`src/rtl/mem_access_ctrl.sv`:
```
// Load/store sequencer between a core memory stage and a synchronous word-wide data memory.
// Handles alignment/range faults, sb/sh read-modify-write, and lb/lh/lbu/lhu extension.
module mem_access_ctrl #(
    parameter int DEPTH_W = 8
) (
    input  logic        clk,
    input  logic        rst_n,
    input  logic        Req,
    input  logic        Write,
    input  logic [2:0]  Funct3,
    input  logic [31:0] Address,
    input  logic [31:0] StoreData,
    output logic        Ready,
    output logic        Done,
    output logic        Fault,
    output logic [31:0] LoadData,
    output logic [31:0] MemAddress,
    output logic [31:0] MemDataIn,
    output logic        MemReadEnable,
    output logic        MemWriteEnable,
    input  logic [31:0] MemDataOut
);

    typedef enum logic [2:0] {
        S_IDLE,
        S_RD,
        S_RDWAIT,
        S_WR,
        S_DONE
    } state_t;

    state_t               state_q, state_d;
    logic [DEPTH_W+1:0]   addr_q;
    logic                 write_q;
    logic [2:0]           funct3_q;
    logic [31:0]          wdata_q;
    logic [31:0]          load_q;
    logic                 fault_q;

    logic                 req_fault;
    logic [7:0]           byte_sel;
    logic [15:0]          half_sel;
    logic [31:0]          load_ext;
    logic [31:0]          merged;

    assign req_fault = (Funct3 == 3'b011) || (Funct3[2:1] == 2'b11)
                     || (Write && Funct3[2])
                     || ((Funct3[1:0] == 2'b01) && Address[0])
                     || ((Funct3[1:0] == 2'b10) && (Address[1:0] != 2'b00))
                     || (|Address[31:DEPTH_W+2]);

    always_comb begin
        state_d = state_q;
        case (state_q)
            S_IDLE: begin
                if (Req) begin
                    if (req_fault)
                        state_d = S_DONE;
                    else if (Write && (Funct3 == 3'b010))
                        state_d = S_WR;
                    else
                        state_d = S_RD;
                end
            end
            S_RD:     state_d = S_RDWAIT;
            S_RDWAIT: state_d = write_q ? S_WR : S_DONE;
            S_WR:     state_d = S_DONE;
            S_DONE:   state_d = S_IDLE;
            default:  state_d = S_IDLE;
        endcase
    end

    always_ff @(posedge clk or negedge rst_n) begin
        if (!rst_n)
            state_q <= S_IDLE;
        else
            state_q <= state_d;
    end

    assign byte_sel = MemDataOut[{addr_q[1:0], 3'b000} +: 8];
    assign half_sel = addr_q[1] ? MemDataOut[31:16] : MemDataOut[15:0];

    // funct3[2] selects zero extension for lbu/lhu
    always_comb begin
        load_ext = MemDataOut;
        case (funct3_q[1:0])
            2'b00:   load_ext = {{24{byte_sel[7] & ~funct3_q[2]}}, byte_sel};
            2'b01:   load_ext = {{16{half_sel[15] & ~funct3_q[2]}}, half_sel};
            default: load_ext = MemDataOut;
        endcase
    end

    // Per-lane merge: sb replaces one lane with the low byte, sh replaces a lane pair
    genvar gi;
    generate
        for (gi = 0; gi < 4; gi++) begin : g_lane
            logic lane_hit;
            assign lane_hit = (funct3_q[1:0] == 2'b00) ? (addr_q[1:0] == 2'(gi))
                                                       : (addr_q[1] == 1'(gi / 2));
            assign merged[8*gi +: 8] = lane_hit
                ? (funct3_q[0] ? wdata_q[8*(gi%2) +: 8] : wdata_q[7:0])
                : MemDataOut[8*gi +: 8];
        end
    endgenerate

    always_ff @(posedge clk or negedge rst_n) begin
        if (!rst_n) begin
            addr_q   <= '0;
            write_q  <= 1'b0;
            funct3_q <= 3'b000;
            wdata_q  <= 32'h0;
            load_q   <= 32'h0;
            fault_q  <= 1'b0;
        end else begin
            if ((state_q == S_IDLE) && Req) begin
                addr_q   <= Address[DEPTH_W+1:0];
                write_q  <= Write;
                funct3_q <= Funct3;
                wdata_q  <= StoreData;
                fault_q  <= req_fault;
            end
            if (state_q == S_RDWAIT) begin
                if (write_q)
                    wdata_q <= merged;
                else
                    load_q <= load_ext;
            end
        end
    end

    assign Ready          = (state_q == S_IDLE);
    assign Done           = (state_q == S_DONE);
    assign Fault          = Done && fault_q;
    assign LoadData       = load_q;
    assign MemReadEnable  = (state_q == S_RD);
    assign MemWriteEnable = (state_q == S_WR);
    assign MemAddress     = Ready ? 32'h0 : {{(32-DEPTH_W){1'b0}}, addr_q[DEPTH_W+1:2]};
    assign MemDataIn      = Ready ? 32'h0 : wdata_q;

endmodule

```
`config.mk`:
```
export PLATFORM = sky130hd
export DESIGN_NAME = mem_access_ctrl
export DESIGN_NICKNAME = d
export VERILOG_FILES = /design/src/rtl/mem_access_ctrl.sv
export SDC_FILE = /design/constraint.sdc
export NUM_CORES = 1
export LEC_CHECK = 0
export CAP_MARGIN = 40
export CORE_MARGIN = 2
export CORE_UTILIZATION = 47
export CTS_CLUSTER_DIAMETER = 40
export CTS_CLUSTER_SIZE = 20
export DETAILED_ROUTE_END_ITERATION = 10
export PLACE_DENSITY = 0.88
export SETUP_SLACK_MARGIN = 0.1
export SLEW_MARGIN = 10
export SYNTH_ARGS = -nofsm -noshare
export SYNTH_HDL_FRONTEND = slang
export SYNTH_SLANG_ARGS = --single-unit
```
`constraint.sdc`:
```
create_clock -name clk -period 6.1 [get_ports clk]
set_clock_uncertainty 0.1 [all_clocks]
set_input_delay 0.915 -clock clk [delete_from_list [all_inputs] [get_ports clk]]
set_output_delay 0.915 -clock clk [all_outputs]
set_load 0.01 [all_outputs]
```
## Yosys cells after proc, flatten, opt, wreduce, memory -nomap -nowiden

Cells that the tools add are included.

| word-level totals | value |
|---|---|
| register bits after elaboration | 82 |
| input port bits | 103 |

| operators by class | value |
|---|---|
| reduce and logical (&&, ||, !) cells | 17 |
| shift operators | 1 |
| muxes and demuxes | 21 |
| eq/ne operators | 15 |
| bitwise operators | 5 |

Operators by type and width:

| kind | number |
|---|---|
| $mux W32 | 4 |
| $pmux W32 S2 | 1 |
| $mux W8 | 6 |
| $shiftx A32 B6 Y8 | 1 |
| $reduce_or A22 Y1 | 1 |
| $mux W16 | 1 |
| $eq A3 B2 Y1 const B | 4 |
| $pmux W3 S4 | 1 |
| $mux W3 | 3 |
| $eq A2 B2 Y1 const B | 4 |
| $eq A2 B1 Y1 const B | 3 |
| $logic_and A1 B1 Y1 | 6 |
| $logic_or A1 B1 Y1 | 5 |
| $logic_not A2 Y1 | 2 |
| $mux W1 | 4 |
| $eq A3 B1 Y1 const B | 1 |
| $eq A3 B3 Y1 const B | 1 |
| $logic_not A3 Y1 | 1 |
| $ne A3 B3 Y1 const B | 1 |
| $not A1 Y1 | 3 |
| $and A1 B1 Y1 | 2 |
| $mux W2 | 1 |
| $ne A2 B2 Y1 const B | 1 |
| $reduce_and A2 Y1 | 1 |
| $reduce_bool A2 Y1 | 1 |

## Logic depth before layout (Yosys ltp)

Gate-level depths: netlist of run 1.

| depth | value |
|---|---|
| depth in word-level cells | 9 |
| gate-level depth with buffers | 9 |

## Worst setup path after synthesis of run 1

No wires, ideal clock.

| path | value |
|---|---|
| path type | register -> output |
| start | register state_q[2] |
| end | output MemAddress[0] |
| arrival | 1.271 ns |
| cell stages (with the launch flop) | 5 |
| path buffers | 2 |
| path slack | 3.814 ns |
| required time | 5.085 ns |
| cell sequence | dfrtp_1 or3_1 clkbuf_1 clkbuf_1 and2_1 |

| on the way | value |
|---|---|
| longest elaborated chain between the ends | 2 |

Ends and longest elaborated chain:

| item | line | text |
|---|---|---|
| start: declaration | 32 | `state_t state_q, state_d;` |
| start signal: assignment | 77 | `state_q <= state_d;` |
| $logic_not A3 Y1 | 131 | `assign Ready = (state_q == S_IDLE);` |
| $mux W8 | 137 | `assign MemAddress = Ready ? 32'h0 : {{(32-DEPTH_W){1'b0}}, addr_q[DEPTH_W+1:2]};` |
| end: declaration | 17 | `output logic [31:0] MemAddress,` |

No other way between the ends.

## Final worst setup path of run 1

| path | value |
|---|---|
| start | register state_q[2] |
| end | output Ready |

| on the way | value |
|---|---|
| longest elaborated chain between the ends | 1 |

Ends and longest elaborated chain:

| item | line | text |
|---|---|---|
| $logic_not A3 Y1 | 131 |  |
| end: declaration | 13 | `output logic Ready,` |

No other way between the ends.

==> out/metrics.cfg, run 1 <==
[worst_setup_path]
path_depth=4
path_buf_inv=3
r2r-start=state_q[2]
crit_path_end_kind=output port
r2r_end=wdata_q[7]
worst_ep_arrival_time_ps=2570
r2r_cells=7
crit_path_start_kind=flip-flop
path_delay_family=buffers and inverters
path_class=flip-flop to output port
crit_path_end=Ready
required_ps=5080
slowest_stage=clkdlybuf4s50_1
critPathLaunch=state_q[2]
crit_chain=or3_1, buf_6, inv_1, clkdlybuf4s50_1
slowest_delay_ps=610
crit_fanout=31
r2r_slack_ps=3400

[global_routing]
antenna_found_initial=0
gr-usage-all-layers_pct=29.1
grt_pass1_wl_um=25600
grt_pass1_vias=4691
globalRoute.totalOverflow=0
grt_start_max_net_pins=48

[power]
p_per_area_nw_per_um2=227
vdd.ir_drop.worst_uv=147
p_leak_uw=0.00293

[placement]
dp_hpwl_um=11900
routabilityCongestion=0.910
port_buffers=179

[timing]
max_freq_ghz=0.279
max_slew_margin_pct=40.9
tightest_slew_ps=887
slew_viol_final=0
fin_crit_ps=3590
finalCritPeriodShare_pct=58.8
hold_violations=0
fin_setup_tns_ps=0
rsz0062_at_grt=false
setup_viol=0

[synth]
ys.flop_type=dfrtp_1
netlist_top_cells_area=dfrtp_1 42%, nand2_1 9.1%, and2_1 5.4%
synth.avg_cell_area_um2=8.71
yosysTopAreaCellShare_pct=42.1
synth_cell_types=47
syn_area_um2=4880
yosys_warnings=0
ys_seq_area_share_pct=42.1
ys_ff_latch=82
netlist_instances=560
synth_largest_area_cell=dfrtp_1
synth_async_sr_flop_share_pct=100
synth_edf_count=0

[clocking]
cts_tree=built
clock_sinks=82
root_buffer=clkbuf_8
cts.path.max_buffers=2
cts_hold_buf=0
cts_buffers=9
post_cts_buffers=0
cts_resized=0
clk_pin_slew_ps=90
htreeDepth=3
clk_latency_ps=360

[floorplan]
die_y_um=106
die_x_um=106
num_rows=37
core-area_um2=10200
pin_count=204
start_util_pct=47.9
die_area_um2=11200

[route]
via_per_inst=5.79
postRouteAntennaNets=0
wl_per_cell_um=18.8
drc_errors=0
wl_um=16100
drtPass1Iterations=7
drt-initial-drc-count=416
via_count=4944

[worst_hold_path]
whs_path_depth=2
hold_path.class=flip-flop to flip-flop

[final_layout]
syn_to_final_growth_pct=42.8
diodes=0
fin_nets=816
drive_above_1_share_pct=7.94
fin_util_pct=68.4

[run_status]
status=complete, no violations

[job]
maxCapViolations=0

-- report_power, final --
group	internal, µW	switching (µW)	total (µW)
Sequential	590	51.0	641
Combinational	204	206	409
Clock	326	207	533
Total	1120	464	1580
-- sequential cells by signal, indices dropped and copies added, names as in the netlist --
name,flops
wdata_q,32
state_q,3
funct3_q,3
LoadData,32
addr_q,10
fault_q,1
write_q,1
-- layer usage --
| metal | vias up | wire length [µm] | track usage [%] |
|---|---|---|---|
| met4 | 0 | 333 | 8.55 |
| li1 | 2267 | - | - |
| met5 | - | 0 | 0 |
| met3 | 31 | 1390 | 5.01 |
| met2 | 292 | 7700 | 46.1 |
| met1 | 2354 | 6660 | 41.0 |
-- stage by stage --
stage / total power [µW] / instance area, µm² / std cells / hold slack [ps] / setup WS (ps)
floorplan: 863 / 4960 / 583 / 337 / 3810
global placement: 1030 / 6620 / 833 / 353 / 2830
detailed placement: 1050 / 6670 / 836 / 362 / 2730
CTS: 1580 / 6950 / 852 / 383 / 2340
global route: 1650 / 6960 / 854 / 396 / 2410
finish: 1580 / 6960 / 854 / 379 / 2510
-- cells in the mapped netlist (all sizes together) (10+ instances only) --
master and count:
a22o 14, nand2 118, mux2i 10, a211oi 25
o21ai 18, and2 42, dfrtp 82, nor3 13
buf 34, nor2 20, clkbuf 39, nand3 32
a31oi 24
-- worst register-to-register path, cell delays in order, from the launching register on --
cell       delay (ps)
dfrtp_1           500
or3_1             580
buf_6             240
inv_1             290
nand2_1            90
buf_4             280
a21o_1            330
o2bb2ai_1         160
-- cell type report --
| class | instances | area [µm²] |
|---|---|---|
| well taps | 136 | 170 |
| fillers | 777 | 3220 |
| flip-flops and latches | 82 | 2050 |
| inverters | 3 | 11.3 |
| clock buffers | 10 | 138 |
| repair buffers | 192 | 1920 |
| clock inverters | 6 | 136 |
| multi-input cells | 425 | 2540 |
-- layout by cell type (no fill, tap or decap), drive strengths merged, types with 3 or more instances in the layout --
cell type and count:
nand3 32, nor3 13, a21oi 3, and2 42
nor2 20, a222oi 7, a211oi 25, dfrtp 82
o21ai 18, clkbuf 10, bufinv 4, nor3b 3
mux2i 10, a31oi 24, mux2 9, o2bb2ai 8
and3 8, nor4 7, clkdlybuf4s50 178, nand2 118
conb 24, a221oi 8, inv 4, a22oi 9
buf 14, a22o 14
-- logic make-up after synthesis --
group	count (synthesis)	synth area share [%]
AO/OA/AOI/OAI	122	18.3
buffers and inverters	76	8.10
flip-flops	82	42.1
multiplexers	20	4.59
other	1	0.0769
AND/OR/NAND/NOR	259	26.9
-- worst min-delay path by stage --
stage                     startpoint         to  slack [ps]
after global placement     addr_q[9]  addr_q[9]         350
after floorplan            addr_q[2]  addr_q[2]         340
after global routing       addr_q[9]  addr_q[9]         400
after CTS                  addr_q[4]  addr_q[4]         380
final                      addr_q[8]  addr_q[8]         380
after detailed placement   addr_q[4]  addr_q[4]         360
No activity file was read; power rests on OpenSTA's default activity.
==> run 2: changes to the inputs <==
--- a/config.mk
+++ b/config.mk
@@ -7,11 +7,11 @@
 export LEC_CHECK = 0
 export CAP_MARGIN = 40
 export CORE_MARGIN = 2
-export CORE_UTILIZATION = 47
+export CORE_UTILIZATION = 44
 export CTS_CLUSTER_DIAMETER = 40
 export CTS_CLUSTER_SIZE = 20
 export DETAILED_ROUTE_END_ITERATION = 10
-export PLACE_DENSITY = 0.88
+export PLACE_DENSITY = 0.83
 export SETUP_SLACK_MARGIN = 0.1
 export SLEW_MARGIN = 10
 export SYNTH_ARGS = -nofsm -noshare
==> constraint.sdc (replaced) <==
create_clock -name clk -period 3.8 [get_ports clk]
set_clock_uncertainty 0.1 [all_clocks]
set_input_delay 0.57 -clock clk [delete_from_list [all_inputs] [get_ports clk]]
set_output_delay 0.57 -clock clk [all_outputs]
set_load 0.01 [all_outputs]
==> run 2 against run 1 <==
Cell area shrank 1.1%. Cell count grew 0.47%. Sequential share of layout area grew 0.32 points. Worst setup slack lost 1800 ps. Largest cell class unchanged. Critical endpoint is now MemDataIn[30]. Highest routed layer unchanged.
==> out/metrics.cfg, run 2 (synthesized netlist as in run 1, its figures left out) <==
[clocking]
root_buffer=clkbuf_8
cts_buffers=9
clk_pin_slew_ps=80
cts_tree=built
clock_sinks=82
cts_resized=0
clk_latency_ps=340
post_cts_buffers=0
cts.path.max_buffers=2
cts_hold_buf=0
htreeDepth=3

[final_layout]
diodes=0
syn_to_final_growth_pct=41.2
drive_above_1_share_pct=7.66
nFillCells=911
fin_nets=816
final_common_cell=clkdlybuf4s50_1
fin_area_um2=6890
mostFrequentLayoutCells=178 x clkdlybuf4s50_1, 118 x nand2_1, 82 x dfrtp_1, 42 x and2_1, 25 x a211oi_1
final_cells=858

[floorplan]
die_x_um=109
die_y_um=109
core-area_um2=10800
die_area_um2=11900
start_util_pct=45.0
num_rows=38
pin_count=204

[timing]
fin_setup_tns_ps=0
finalCritPeriodShare_pct=82.2
fin_crit_ps=3120
setup_viol=0
max_freq_ghz=0.320
tightest_slew_ps=890
slew_viol_final=0
rsz0062_at_grt=false
max_slew_margin_pct=40.7
hold_violations=0

[worst_setup_path]
path_class=flip-flop to output port
crit_path_start_kind=flip-flop
crit_path_end_kind=output port
worst_ep_arrival_time_ps=2450
crit_fanout=26
required_ps=3130

[placement]
dp_hpwl_um=11800
port_buffers=179
place_inst=842
routabilityCongestion=0.915
dpl_cell_area_um2=6700

[route]
via_count=4894
drtPass1Iterations=5
postRouteAntennaNets=0
drt-initial-drc-count=486
via_per_inst=5.70
wl_per_cell_um=18.2
wl_um=15600
drc_errors=0

[global_routing]
grt_pass1_vias=4683
antenna_found_initial=0
gr-usage-all-layers_pct=26.6
grt_start_max_net_pins=45
globalRoute.totalOverflow=0
grt_pass1_wl_um=24500

[run_status]
status=complete, no violations

[power]
p_leak_uw=0.00289
p_total_uw=2300
vdd.ir_drop.worst_uv=203
p_per_area_nw_per_um2=334

[job]
maxCapViolations=0

[worst_hold_path]
hold_path.class=primary input to async pin

-- run 2: cell types whose count changed in the layout (fill, tap and decap cells not counted) --
cell	delta
buf_12	+1
buf_2	-1
buf_4	+1
buf_8	-1
bufinv_16	-3
clkbuf_1	+2
clkbuf_8	-1
clkinv_2	+2
clkinvlp_4	+1
inv_6	-1
-- run 2: layout make-up --
cell class,count,area [µm²],area share [%]
clock buffer,11,131,1.91
clock inverter,5,55.1,0.799
inverter,3,11.3,0.163
multi-input combinational,425,2540,36.9
sequential,82,2050,29.8
tap,140,175,2.54
timing repair buffer,192,1920,27.9
-- run 2: layer usage --
| layer | GRT usage [%] | routed length [µm] | vias up | part of all wire (%) |
|---|---|---|---|---|
| met5 | 0 | 0 | - | 0 |
| li1 | - | - | 2250 | - |
| met3 | 4.68 | 1450 | 34 | 9.3 |
| met1 | 37.6 | 6540 | 2354 | 42 |
| met2 | 41.3 | 7280 | 256 | 47 |
| met4 | 9.58 | 371 | 0 | 2.4 |
-- run 2: path summary, 6_finish.rpt --
path	start	to	slack, ps	depth (start not counted)
worst max-delay path	state_q[2]	MemDataIn[30]	680	4
worst min-delay path	rst_n	addr_q[7]	80	1
worst max register to register	state_q[2]	LoadData[20]	1200	4
worst min register to register	fault_q	fault_q	380	2
max in group asynchronous	rst_n	wdata_q[0]	2910	2
min in group clk	fault_q	fault_q	380	2
-- run 2: critical path: stages (launching register included) --
cell and delay (ps):
dfrtp_1 500, or3_1 640, buf_4 300, and2_1 190
clkdlybuf4s50_1 480
-- run 2: power breakdown --
part	total (µW)	switching (µW)	internal, µW
clock network	617	315	302
registers	1040	89.8	947
logic	646	316	330
total	2300	720	1580
-- run 2: per-stage QoR --
step | hold slack [ps] | setup WS (ps) | util [%]
floorplan | 174 | 1810 | -
global placement | 351 | 1080 | 61.2
detailed placement | 363 | 1030 | 61.8
CTS | 90.3 | 656 | 63.6
global route | 100 | 518 | 63.6
finish | 81.2 | 678 | 63.6
==> run 3: changes to the inputs <==
--- a/config.mk
+++ b/config.mk
@@ -7,11 +7,11 @@
 export LEC_CHECK = 0
 export CAP_MARGIN = 40
 export CORE_MARGIN = 2
-export CORE_UTILIZATION = 44
+export CORE_UTILIZATION = 39
 export CTS_CLUSTER_DIAMETER = 40
 export CTS_CLUSTER_SIZE = 20
 export DETAILED_ROUTE_END_ITERATION = 10
-export PLACE_DENSITY = 0.83
+export PLACE_DENSITY = 0.78
 export SETUP_SLACK_MARGIN = 0.1
 export SLEW_MARGIN = 10
 export SYNTH_ARGS = -nofsm -noshare
==> constraint.sdc (replaced) <==
create_clock -name clk -period 2.6 [get_ports clk]
set_clock_uncertainty 0.1 [all_clocks]
set_input_delay 0.39 -clock clk [delete_from_list [all_inputs] [get_ports clk]]
set_output_delay 0.39 -clock clk [all_outputs]
set_load 0.01 [all_outputs]
==> run 3 against run 2 <==
Utilization is 4.4 points lower. Sequential share of layout area decreased by 1.1 points. Routed wire length is 8.5% higher. Sequential power is 46% higher. Via count up 2.2%. Combinational power increased by 52%. Largest cell class unchanged. Cell area is 3.9% higher. Hold slack improved by 290 ps. Cell count rose by 5.1%. Clock power up 98%. Largest power group unchanged.
==> out/metrics.cfg, run 3 (synthesized netlist as in run 1, its figures left out) <==
[run_status]
status=complete, no violations

[floorplan]
die_y_um=116
start_util_pct=40.3
die_area_um2=13400
core-area_um2=12100
pin_count=204
num_rows=40
die_x_um=116

[route]
wl_um=17000
via_per_inst=5.54
drc_errors=0
wl_per_cell_um=18.8
postRouteAntennaNets=0
via_count=5000
drt-initial-drc-count=640
drtPass1Iterations=6

[timing]
tightest_slew_ps=684
fin_crit_ps=2460
setup_viol=0
rsz0062_at_grt=false
hold_violations=0
whs_ps=371
fin_setup_tns_ps=0
max_slew_margin_pct=54.4
slew_viol_final=0
finalCritPeriodShare_pct=94.7
max_freq_ghz=0.406

[worst_setup_path]
path_class=flip-flop to output port
slowest_stage=clkdlybuf4s50_1
crit_fanout=15
crit_chain=or3_4, buf_4, and2_1, clkdlybuf4s50_1
worst_ep_arrival_time_ps=1970
path_buf_inv=2
slowest_delay_ps=480
r2r-start=state_q[2]
crit_path_start_kind=flip-flop
critPathLaunch=state_q[2]
path_delay_family=buffers and inverters
required_ps=2110
crit_path_end_kind=output port

[worst_hold_path]
min_from=addr_q[6]
hold_path.class=flip-flop to flip-flop

[placement]
port_buffers=179
routabilityCongestion=0.861
place_inst=885
dp_hpwl_um=12900

[power]
vdd.ir_drop.worst_uv=251
p_per_area_nw_per_um2=519
p_leak_uw=0.00308
p_total_uw=3720

[clocking]
cts_tree=built
root_buffer=clkbuf_16
post_cts_buffers=0
clk_latency_ps=340
clk_pin_slew_ps=60
htreeDepth=3
cts.path.max_buffers=2
clock_sinks=82
cts_buffers=9

[final_layout]
mostFrequentLayoutCells=174 x clkdlybuf4s50_1, 118 x nand2_1, 82 x dfrtp_1, 42 x and2_1, 26 x buf_4
drive_above_1_share_pct=10.1
fin_nets=832
diodes=0
final_common_cell=clkdlybuf4s50_1
final_cells=902
syn_to_final_growth_pct=46.8

[global_routing]
grt_pass1_vias=4854
antenna_found_initial=0
gr-usage-all-layers_pct=25.1
grt_pass1_wl_um=26000
grt_start_max_net_pins=43
globalRoute.totalOverflow=0

[job]
maxCapViolations=0

==> run 3: cell types whose count changed in the layout (fill, tap and decap cells not counted), moves of 2 or more <==
cell             change
buf_4               +15
clkbuf_16            +9
clkbuf_8             -7
clkdlybuf4s50_1      -4
dlymetal6s2s_1       +4
clkinv_4             +3
clkbuf_1             -2
==> run 3: path summary, 6_finish.rpt <==
check                           endpoint  slack [ps]  cells after the start
hold / removal                 addr_q[6]         370                      2
max in group asynchronous     wdata_q[1]        1310                      3
setup / recovery           MemAddress[2]         140                      4
setup reg to reg            LoadData[10]         470                      6
hold reg to reg                addr_q[6]         370                      2
min in group asynchronous      addr_q[5]         470                      2
==> run 3: what timing repair did <==
item	4_1_cts	5_1_grt
pin swaps	0	0
gates cloned	0	0
gates resized for setup	1	6
hold buffers	1	0
hold endpoints to repair	40	0
endpoints found under the setup margin	1	26
==> run 3: through the flow <==
stage                     worst slack (ps)  util, %  instance area [µm²]
final                                  137     59.1                 7160
after global routing                   102     59.1                 7160
after CTS                             96.8     59.0                 7140
after detailed placement               350     56.5                 6840
after global placement                 358     56.3                 6820
after floorplan                        607        -                 4960
==> run 3: final cells by class <==
cell class / count / area [µm²]
clock buffers: 11 / 253
clock inverters: 5 / 38.8
fillers: 1093 / 4950
inverters: 3 / 11.3
multi-input cells: 425 / 2550
flip-flops and latches: 82 / 2050
well taps: 168 / 210
repair buffers: 208 / 2050
==> run 3: worst register-to-register path, stage by stage (launching register included) <==
cell and delay [ps]:
dfrtp_1 380, buf_4 170, or4b_1 610, buf_4 290
nor3_1 180, nand2_1 170, o21ai_0 140
==> run 3: routing by layer <==
| layer | share of wire, % | track usage [%] | up-vias |
|---|---|---|---|
| met4 | 1.4 | 7.54 | 0 |
| met2 | 47 | 39.6 | 289 |
| met3 | 10 | 5.18 | 21 |
| met5 | 0 | 0 | - |
| met1 | 41 | 35.0 | 2395 |
| li1 | - | - | 2295 |
==> run 3: power by group <==
part           switching [µW]  internal, µW
Combinational             488           496
Sequential                129          1390
Clock                     517           702
Total                    1130          2590
